[config.mk]
export PLATFORM = sky130hd
export DESIGN_NAME = serial_tx_ctrl
export DESIGN_NICKNAME = d
export VERILOG_FILES = /design/src/rtl/serial_pkg.sv /design/src/rtl/bit_timer.sv /design/src/rtl/serial_tx_ctrl.sv
export SDC_FILE = /design/constraint.sdc
export NUM_CORES = 1
export LEC_CHECK = 0
export CAP_MARGIN = 20
export CORE_AREA = 2 2 44 66
export CTS_CLUSTER_DIAMETER = 50
export DETAILED_ROUTE_END_ITERATION = 8
export DIE_AREA = 0 0 46 68
export HOLD_SLACK_MARGIN = 0.03
export PLACE_DENSITY = 0.57
export SKIP_CTS_REPAIR_TIMING = 1
export SLEW_MARGIN = 20
export SYNTH_ARGS = -nofsm -noshare
export SYNTH_HDL_FRONTEND = slang
export SYNTH_SLANG_ARGS = --single-unit
export TNS_END_PERCENT = 10
[constraint.sdc]
create_clock -name clk -period 2.4 [get_ports clk]
set_clock_uncertainty 0.1 [all_clocks]
set_input_delay 0.48 -clock clk [delete_from_list [all_inputs] [get_ports clk]]
set_output_delay 0.48 -clock clk [all_outputs]
set_load 0.05 [all_outputs]
[src/rtl/serial_pkg.sv]
// Shared types and constants for the serial transmit sequencer.
package serial_pkg;

  localparam int unsigned DATA_BITS = 8;
  localparam int unsigned BIT_CNT_W = $clog2(DATA_BITS);

  typedef enum logic [2:0] {
    IDLE,
    START,
    DATA,
    STOP,
    PARITY
  } state_t;

endpackage

[src/rtl/bit_timer.sv]
// Per-bit tick counter: counts 0..CLKS_PER_BIT-1, wraps on its own, held at 0 by clear.
module bit_timer #(
  parameter int unsigned CLKS_PER_BIT = 16
) (
  input  logic clk,
  input  logic rst_n,
  input  logic clear,
  output logic last_tick
);

  localparam int unsigned CNT_W = (CLKS_PER_BIT > 1) ? $clog2(CLKS_PER_BIT) : 1;

  logic [CNT_W-1:0] cnt;

  assign last_tick = (cnt == CNT_W'(CLKS_PER_BIT - 1));

  always_ff @(posedge clk) begin
    if (!rst_n || clear || last_tick) begin
      cnt <= '0;
    end else begin
      cnt <= cnt + CNT_W'(1);
    end
  end

endmodule

[src/rtl/serial_tx_ctrl.sv]
// Frames bytes as async serial by sequencing an external load/shift-right register.
// Optional parity bit between data and stop: define SERIAL_TX_PARITY_EN.
module serial_tx_ctrl
  import serial_pkg::*;
#(
  parameter int unsigned CLKS_PER_BIT = 16,
  parameter int unsigned STOP_BITS    = 1,
  parameter int unsigned ODD_PARITY   = 0
) (
  input  logic       clk,
  input  logic       rst_n,
  input  logic [7:0] din,
  input  logic       din_valid,
  output logic       din_ready,
  input  logic [7:0] sr_q,
  output logic       sr_sl,
  output logic [7:0] sr_pin,
  output logic       sr_sin,
  output logic       txd,
  output logic       busy,
  output logic       done
);

  if (CLKS_PER_BIT < 2 || (STOP_BITS != 1 && STOP_BITS != 2) || ODD_PARITY > 1) begin : g_bad_params
    $error("serial_tx_ctrl: illegal parameter combination");
  end

  state_t               state;
  logic [BIT_CNT_W-1:0] bit_cnt;
  logic                 last_tick;
  logic                 stop_end;
  logic                 accept;

  bit_timer #(
    .CLKS_PER_BIT(CLKS_PER_BIT)
  ) u_bit_timer (
    .clk      (clk),
    .rst_n    (rst_n),
    .clear    (state == IDLE),
    .last_tick(last_tick)
  );

  assign stop_end  = (state == STOP) && last_tick && (bit_cnt == BIT_CNT_W'(STOP_BITS - 1));
  assign din_ready = rst_n && ((state == IDLE) || stop_end);
  assign accept    = din_valid && din_ready;
  assign busy      = (state != IDLE);
  assign done      = stop_end;
  assign sr_sin    = 1'b1;

`ifdef SERIAL_TX_PARITY_EN
  logic parity_bit;

  always_ff @(posedge clk) begin
    if (!rst_n) begin
      parity_bit <= 1'b0;
    end else if (accept) begin
      parity_bit <= (^din) ^ ODD_PARITY[0];
    end
  end
`endif

  // The register has no hold mode: recirculate Q unless loading or shifting.
  always_comb begin
    sr_sl  = 1'b1;
    sr_pin = sr_q;
    if (!rst_n) begin
      sr_pin = 8'hFF;
    end else if (accept) begin
      sr_pin = din;
    end else if ((state == DATA) && last_tick) begin
      sr_sl = 1'b0;
    end
  end

  always_comb begin
    txd = 1'b1;
    case (state)
      START:   txd = 1'b0;
      DATA:    txd = sr_q[0];
`ifdef SERIAL_TX_PARITY_EN
      PARITY:  txd = parity_bit;
`endif
      default: txd = 1'b1;
    endcase
  end

  // Every transition out of a non-IDLE state lands on a last tick, so the timer wraps in step.
  always_ff @(posedge clk) begin
    if (!rst_n) begin
      state   <= IDLE;
      bit_cnt <= '0;
    end else begin
      case (state)
        IDLE: begin
          if (accept) state <= START;
        end
        START: begin
          if (last_tick) begin
            state   <= DATA;
            bit_cnt <= '0;
          end
        end
        DATA: begin
          if (last_tick) begin
            if (bit_cnt == BIT_CNT_W'(DATA_BITS - 1)) begin
`ifdef SERIAL_TX_PARITY_EN
              state <= PARITY;
`else
              state <= STOP;
`endif
              bit_cnt <= '0;
            end else begin
              bit_cnt <= bit_cnt + BIT_CNT_W'(1);
            end
          end
        end
`ifdef SERIAL_TX_PARITY_EN
        PARITY: begin
          if (last_tick) begin
            state   <= STOP;
            bit_cnt <= '0;
          end
        end
`endif
        STOP: begin
          if (last_tick) begin
            if (stop_end) begin
              state   <= accept ? START : IDLE;
              bit_cnt <= '0;
            end else begin
              bit_cnt <= bit_cnt + BIT_CNT_W'(1);
            end
          end
        end
        default: state <= IDLE;
      endcase
    end
  end

endmodule

* After elaboration in Yosys (flattened, before gate mapping)
Index checks and enable logic that the tools add are counted.
** Storage, ports and cells
- Register bits after elaboration :: 10
- Bits of input ports :: 19
- Logic and storage cells :: 51
- Output and inout port bits :: 14
** Cells by class
- $add $sub $neg :: 2
- Equality and inequality tests :: 11
- Reductions and logical operators :: 15
- Muxes and demuxes :: 20
** Operator list (number)
- 3-bit two-way mux :: 11
- 8-bit two-way mux :: 2
- 3-bit case mux with 4 select lines :: 1
- 2-bit != test, second input constant :: 5
- 3-bit case mux with 3 select lines :: 1
- 3-bit by 2-bit == test with 1-bit output, second input constant :: 2
- 3-bit logical NOT :: 2
- 6-bit AND reduction :: 1
- 3-bit nonzero test :: 2
- 1-bit logical AND :: 5
- 4-bit by 1-bit adder with 4-bit output, second input constant :: 1
- 4-bit == test, second input constant :: 1
- 1-bit two-way mux :: 4
- 4-bit AND reduction :: 1
- 3-bit by 1-bit adder with 3-bit output, second input constant :: 1
- 3-bit by 1-bit == test with 1-bit output, second input constant :: 1
- 3-bit == test, second input constant :: 1
- 1-bit logical OR :: 3
- 2-bit by 1-bit != test with 1-bit output, second input constant :: 1
- 1-bit case mux with 2 select lines :: 1
- 1-bit logical NOT :: 1

* Longest topological paths before layout
Gate-level depths: netlist of run 1.
- Word-level depth :: 10
- Gate-level depth with buffers :: 6
- Mapped depth without buffers :: 6

* Modules after synthesis
Synthesis of run 1 repeated with hierarchy kept, for this count alone.
** Second synthesis, totals
- Cells, all modules :: 85
- Area, all modules :: 725.7 um^2
** Modules (own cells, without submodules)
- serial_tx_ctrl :: cells an instance 70, sequential area each 100.1 um^2, instances 1, area each 563.0 um^2
- bit_timer :: cells an instance 15, sequential area each 80.1 um^2, instances 1, area each 162.7 um^2

* Worst setup path after synthesis of run 1
OpenSTA, ideal clock, no wires.
- Kind :: register -> output
- Start point :: reg u_bit_timer.cnt[0]
- End point :: out sr_pin[0]
- Cell stages (with the launch flop) :: 7
- Path buffers :: 1
- Required time :: 1820 ps
- Setup slack :: -149 ps
- Data arrival time :: 1969 ps
- Path through :: dfxtp_1 -> ha_1 -> and3_1 -> buf_4 -> a31oi_2 -> nor3_1 -> nor2_1
** Between the ends
- Word-level cells in the longest chain between the ends :: 8
** RTL lines
- start: declaration :: RTL line bit_timer.sv:13 : logic [CNT_W-1:0] cnt;
- start signal: assignment :: RTL line bit_timer.sv:21 : cnt <= cnt + CNT_W'(1);
- 4-bit == test :: RTL line bit_timer.sv:15 : assign last_tick = (cnt == CNT_W'(CLKS_PER_BIT - 1));
- 1-bit logical AND (2 in a row) :: RTL line serial_tx_ctrl.sv:43 : assign stop_end = (state == STOP) && last_tick && (bit_cnt == BIT_CNT_W'(STOP_BITS - 1));
- 1-bit logical OR :: RTL line serial_tx_ctrl.sv:44 : assign din_ready = rst_n && ((state == IDLE) || stop_end);
- 1-bit logical AND :: RTL line serial_tx_ctrl.sv:44
- 1-bit logical AND :: RTL line serial_tx_ctrl.sv:45 : assign accept = din_valid && din_ready;
- 8-bit two-way mux :: RTL line serial_tx_ctrl.sv:68 : end else if (accept) begin
- 8-bit two-way mux :: RTL line serial_tx_ctrl.sv:66 : if (!rst_n) begin
- end: declaration :: RTL line serial_tx_ctrl.sv:17 : output logic [7:0] sr_pin,
No other way between the ends.

* Worst setup path after layout of run 1
- Start point :: reg bit_cnt[0]
- End point :: out sr_pin[7]
** Between the ends
- Word-level cells in the longest chain between the ends :: 7
** RTL lines
- start: declaration :: RTL line serial_tx_ctrl.sv:29 : logic [BIT_CNT_W-1:0] bit_cnt;
- start signal: assignment :: RTL line serial_tx_ctrl.sv:113 : bit_cnt <= bit_cnt + BIT_CNT_W'(1);
- start signal: assignment :: RTL line serial_tx_ctrl.sv:131 : bit_cnt <= bit_cnt + BIT_CNT_W'(1);
- 3-bit logical NOT :: RTL line serial_tx_ctrl.sv:43
- 1-bit logical AND :: RTL line serial_tx_ctrl.sv:43
- 1-bit logical OR :: RTL line serial_tx_ctrl.sv:44
- 1-bit logical AND :: RTL line serial_tx_ctrl.sv:44
- 1-bit logical AND :: RTL line serial_tx_ctrl.sv:45
- 8-bit two-way mux :: RTL line serial_tx_ctrl.sv:68
- 8-bit two-way mux :: RTL line serial_tx_ctrl.sv:66
No other way between the ends.

==> results.py, run 1 <==
metrics = {
    "min_path": {
        "min_from": "u_bit_timer.cnt[0]$_SDFF_PP0_",
        "holdCritPathClass": "reg2reg",
    },
    "synth": {
        "yosysSeqAreaShare_pct": 24.24,
        "syn_area_um2": 743.2,
        "ys_ff_latch": 9,
        "synthCells": 100,
        "syn_area_per_cell_um2": 7.432,
        "syn_nets": 127,
        "synth-edff-count": 0,
        "yosys_warnings": 0,
        "ys_types": 27,
        "synth_async_sr_flop_share_pct": 0,
        "synthFlopType": "dfxtp_1",
    },
    "timing": {
        "setup_viol": 0,
        "grt_setup_unrepaired": "true",
        "min_period_ps": 2379,
        "hold_violations": 0,
        "hold_ws_ps": 360.6,
        "max_freq_mhz": 420.3,
        "finalCritPeriodShare_pct": 99.13,
        "slew_viol_final": 0,
    },
    "drt": {
        "drt_first_pass_iters": 4,
        "num_vias": 838,
        "drcViolationCount": 0,
        "wl_met3_um": 192,
        "maxUsedRoutingLayer": "met4",
        "drt_iter0_markers": 7,
        "wl_mm": 2.191,
        "final_antenna_net_count": 0,
        "m1WireLength_um": 727,
        "routedWlPerCell_um": 13.61,
        "wl_met2_mm": 1.239,
        "via_per_inst": 5.205,
    },
    "clock_network": {
        "cts-root-buf": "clkbuf_8",
        "tritoncts": "built",
        "h-tree-depth": 1,
        "clkSlewWorstSetupHoldPaths_ps": 40,
        "cts_buffers": 3,
        "clock_path_buffers": 2,
        "insertion_delay_ps": 230,
        "cts.sinks": 9,
    },
    "pwr": {
        "peakVddDrop_mv": 0.5235,
        "p_per_area_nw_per_um2": 966.7,
        "p_leak_uw": 0.0005652,
    },
    "global_route": {
        "grt_overflow": 0,
        "antenna_found_initial": 0,
        "grt_max_degree": 11,
        "track_usage_pct": 14.51,
        "grt_pass1_vias": 796,
        "grt_pass1_wl_mm": 3.318,
    },
    "floorplanning": {
        "fp.dieH_um": 68,
        "io_pins": 33,
        "initial_core_util_pct": 28.70,
        "core_um2": 2590,
        "dieArea_um2": 3128,
        "rows": 23,
        "die_w_um": 46,
    },
    "worst_setup_path": {
        "required_ps": 1820,
        "cp_data_arrival_time_ps": 1800,
        "cp-startpoint": "bit_cnt[0]$_SDFFE_PN0P_",
        "endpoint_kind": "primary output",
        "crit_type": "reg2out",
        "rr_startpoint": "u_bit_timer.cnt[0]$_SDFF_PP0_",
        "setup.worst_path.start_class": "register",
        "crit_fanout": 8,
    },
    "placement": {
        "dp.cells": 155,
        "placed_area_um2": 1214,
        "hpwl_mm": 1.717,
        "place.gp.congestion": 0.8086,
        "port_buffers": 31,
    },
    "cells_and_area": {
        "drive_gt1_share_pct": 35.29,
        "diodes": 0,
        "nFillCells": 228,
        "layout.area.seq_um2": 181.4,
        "final_area_um2": 1389,
        "syn_to_final_growth_pct": 86.87,
        "nNetsFinal": 164,
        "multi_input_area_um2": 604.3,
        "instances_no_fill": 161,
    },
    "run": {
        "drv_cap": 0,
    },
    "status": {
        "outcome": "complete, no violations",
    },
}
sequential cells by signal (all words and copies together) (netlist names):
name / count
u_bit_timer.cnt: 4
bit_cnt: 3
state: 2
where the power goes:
group / switching [µW] / internal (µW)
logic: 540 / 440
clock network: 53.3 / 115
registers: 21.0 / 173
cells in the mapped netlist (2+ instances only):
cell type,count,area (µm²)
nor2_1,13,48.80
o211ai_1,3,22.52
a21oi_1,3,15.01
and3_1,2,12.51
nand2_1,9,33.78
nor2b_1,2,12.51
nand3_1,3,15.01
clkbuf_1,3,11.26
buf_2,2,10.01
a211oi_1,8,60.06
dfxtp_1,9,180.2
ha_1,8,100.1
inv_1,8,30.03
o31ai_1,2,15.01
buf_4,2,15.01
mux2i_1,3,30.03
nor3_1,10,50.05
routing by layer:
| layer | track usage (%) | vias to the layer above |
|---|---|---|
| li1 | - | 417 |
| met1 | 12.20 | 385 |
| met2 | 27.95 | 32 |
| met3 | 3.958 | 4 |
| met4 | 8.929 | 0 |
| met5 | 0 | - |
worst paths after layout:
path	slack, ps	to	cells after the start
worst max register to register	680	state[0]$_SDFFE_PN0P_	6
worst min-delay path	360	u_bit_timer.cnt[0]$_SDFF_PP0_	1
worst max-delay path	20	sr_pin[7]	7
worst min register to register	360	u_bit_timer.cnt[0]$_SDFF_PP0_	1
cell type report:
cell class | instances | share of cell area, %
inverter | 8 | 2.162
clock buffer | 4 | 3.243
tap | 25 | 2.252
sequential | 9 | 13.06
timing repair buffer | 39 | 35.77
multi-input combinational | 76 | 43.51
per-stage QoR:
step                util, %  power, µW  TNS [ps]  setup WS [ps]
finish                53.62       1343         0          20.78
global route          53.62       1424    -216.7         -55.30
CTS                   48.60       1223    -406.7         -100.1
detailed placement    46.86       1048         0          104.6
global placement      46.86       1039         0          124.0
floorplan                 -      685.6     -1100         -148.8
cell usage in the layout, fill, tap and decap left out, drive strengths merged, types with 2 or more instances in the layout:
cell type	count
clkdlybuf4s50	18
nand3	3
buf	20
a21oi	3
and3	2
mux2i	3
nor2	13
o211ai	3
nor2b	2
dfxtp	9
clkbuf	5
ha	8
nor3	10
inv	8
nand2	9
o31ai	2
a211oi	8
logic make-up after synthesis:
kind of cell,after synthesis,synth area share (%)
compound gates,21,21.55
xor+xnor,2,2.357
fa+ha+maj,8,13.47
buf+inv,15,8.922
flops,9,24.24
mux,3,4.041
other cells,1,0.5046
simple gates,41,24.92
worst max-delay path, cell delays in order, from the launching register on:
cell,delay [ps]
dfxtp_2,330
inv_1,50
ha_1,220
nor2b_4,150
a31o_4,290
a211oi_2,270
nor2_2,90
buf_12,150
(Power assumes the default switching activity.)
==> run 2, diff against run 1 <==
- CORE_AREA: 2 2 44 66 -> 2 2 46 48
- DIE_AREA: 0 0 46 68 -> 0 0 48 50
- PLACE_DENSITY: 0.57 -> 0.74
==> results.py, run 2 (same netlist as run 1, synthesis figures left out) <==
metrics = {
    "placement": {
        "pre_cts_slack_ps": 94.92,
        "place.gp.congestion": 0.8520,
        "dp.cells": 155,
        "hpwl_mm": 1.566,
        "port_buffers": 31,
    },
    "cells_and_area": {
        "syn_to_final_growth_pct": 83.67,
        "instances_no_fill": 160,
        "nNetsFinal": 161,
        "top_regs": "u_bit_timer.cnt: 4 flops, bit_cnt: 3 flops, state: 2 flops",
        "diodes": 0,
        "final_util_pct": 71.78,
        "multi_input_area_um2": 635.6,
        "layout.area.seq_um2": 181.4,
        "largest_reg_flops": 4,
        "drive_gt1_share_pct": 37.59,
        "nFillCells": 152,
        "largest_register": "u_bit_timer.cnt",
        "layout_commonest_cell": "clkdlybuf4s50_1",
        "final_cell_mix": "clkdlybuf4s50_1, buf_12",
    },
    "worst_setup_path": {
        "cp_data_arrival_time_ps": 1810,
        "setup.worst_path.start_class": "register",
        "reg2reg_slack_ps": 650,
        "reg2reg_depth": 6,
        "crit_fanout": 6,
        "required_ps": 1820,
        "crit_type": "reg2out",
        "rr_startpoint": "u_bit_timer.cnt[0]$_SDFF_PP0_",
        "crit-reg2reg-capture": "state[0]$_SDFFE_PN0P_",
        "endpoint_kind": "primary output",
    },
    "clock_network": {
        "cts-root-buf": "clkbuf_4",
        "cts.sinks": 9,
        "insertion_delay_ps": 250,
        "tritoncts": "built",
        "clock_path_buffers": 2,
        "h-tree-depth": 1,
        "clkSlewWorstSetupHoldPaths_ps": 50,
        "cts_buffers": 3,
    },
    "timing": {
        "slew_viol_final": 0,
        "min_period_ps": 2388,
        "setup_viol": 0,
        "max_freq_mhz": 418.8,
        "hold_ws_ps": 350.2,
        "finalCritPeriodShare_pct": 99.50,
        "hold_violations": 0,
        "grt_setup_unrepaired": "true",
        "finalWorstSetupSlack_ps": 12.00,
        "tns_ps": 0,
    },
    "status": {
        "outcome": "complete, no violations",
    },
    "pwr": {
        "p_leak_uw": 0.0005367,
        "p_per_area_nw_per_um2": 912.8,
        "peakVddDrop_mv": 0.6192,
    },
    "floorplanning": {
        "die_w_um": 48,
        "fp.dieH_um": 50,
        "rows": 16,
        "initial_core_util_pct": 39.08,
        "io_pins": 33,
        "core_um2": 1902,
        "dieArea_um2": 2400,
    },
    "drt": {
        "drt_iter0_markers": 11,
        "num_vias": 863,
        "drcViolationCount": 0,
        "routedWlPerCell_um": 13.91,
        "via_per_inst": 5.394,
        "drt_first_pass_iters": 4,
        "final_antenna_net_count": 0,
        "wl_mm": 2.226,
    },
    "run": {
        "drv_cap": 0,
    },
    "min_path": {
        "holdPathStages": 1,
        "min_from": "u_bit_timer.cnt[0]$_SDFF_PP0_",
        "holdCritPathClass": "reg2reg",
        "min_to": "u_bit_timer.cnt[0]$_SDFF_PP0_",
    },
    "global_route": {
        "antenna_found_initial": 0,
        "grt_overflow": 0,
        "grt_max_degree": 11,
        "grt_pass1_vias": 747,
        "grt_pass1_wl_mm": 3.111,
        "track_usage_pct": 17.67,
    },
}
run 2: cell count changes in the layout (fill, tap and decap cells not counted), sizes merged:
cell    before  now
a31oi        1    2
buf         20   17
clkbuf       5    4
run 2: worst max-delay path by stage:
stage | startpoint | endpoint | slack, ps | cells past startpoint
global placement | rst_n | sr_sl | 100 | 4
finish | u_bit_timer.cnt[0]$_SDFF_PP0_ | sr_pin[1] | 10 | 6
CTS | u_bit_timer.cnt[0]$_SDFF_PP0_ | sr_pin[3] | -170 | 6
floorplan | u_bit_timer.cnt[0]$_SDFF_PP0_ | sr_pin[1] | -150 | 6
global route | u_bit_timer.cnt[0]$_SDFF_PP0_ | sr_pin[1] | -70 | 6
detailed placement | rst_n | sr_sl | 90 | 4
run 2: routing by layer:
layer / track usage [%] / up-vias / share of wire [%]
met4: 6.757 / 0 / 1.2
met3: 4.762 / 4 / 10
met1: 20.80 / 401 / 40
met2: 29.11 / 38 / 48
met5: 0 / - / 0
li1: - / 420 / -
run 2: final cells by class:
class / instances / share of cell area [%]
multi-input combinational: 77 / 46.56
sequential: 9 / 13.29
clock buffer: 4 / 1.925
timing repair buffer: 35 / 33.55
tap: 27 / 2.475
inverter: 8 / 2.200
run 2: critical path: stages (launching register included):
cell,delay (ps)
dfxtp_1,320
ha_2,190
and3_4,220
a31oi_2,380
nor3_2,110
nor2_2,180
buf_12,150
run 2: stage by stage:
step,cell area [µm²],power [µW]
after floorplan,745.7,685.6
after global placement,1201,1014
after detailed placement,1201,1024
after CTS,1227,1137
after global routing,1365,1324
final,1365,1246
run 2: where the power goes:
| group | switching, µW | internal, µW |
|---|---|---|
| logic | 546 | 399 |
| clock network | 45.2 | 63.6 |
| registers | 20.4 | 172 |
| total | 611 | 635 |
==> run 3, diff against run 2 <==
- CTS_CLUSTER_DIAMETER: 50 -> 150
==> results of run 3 <==
No change in the layout: final DEF, timing and power equal those of run 2.
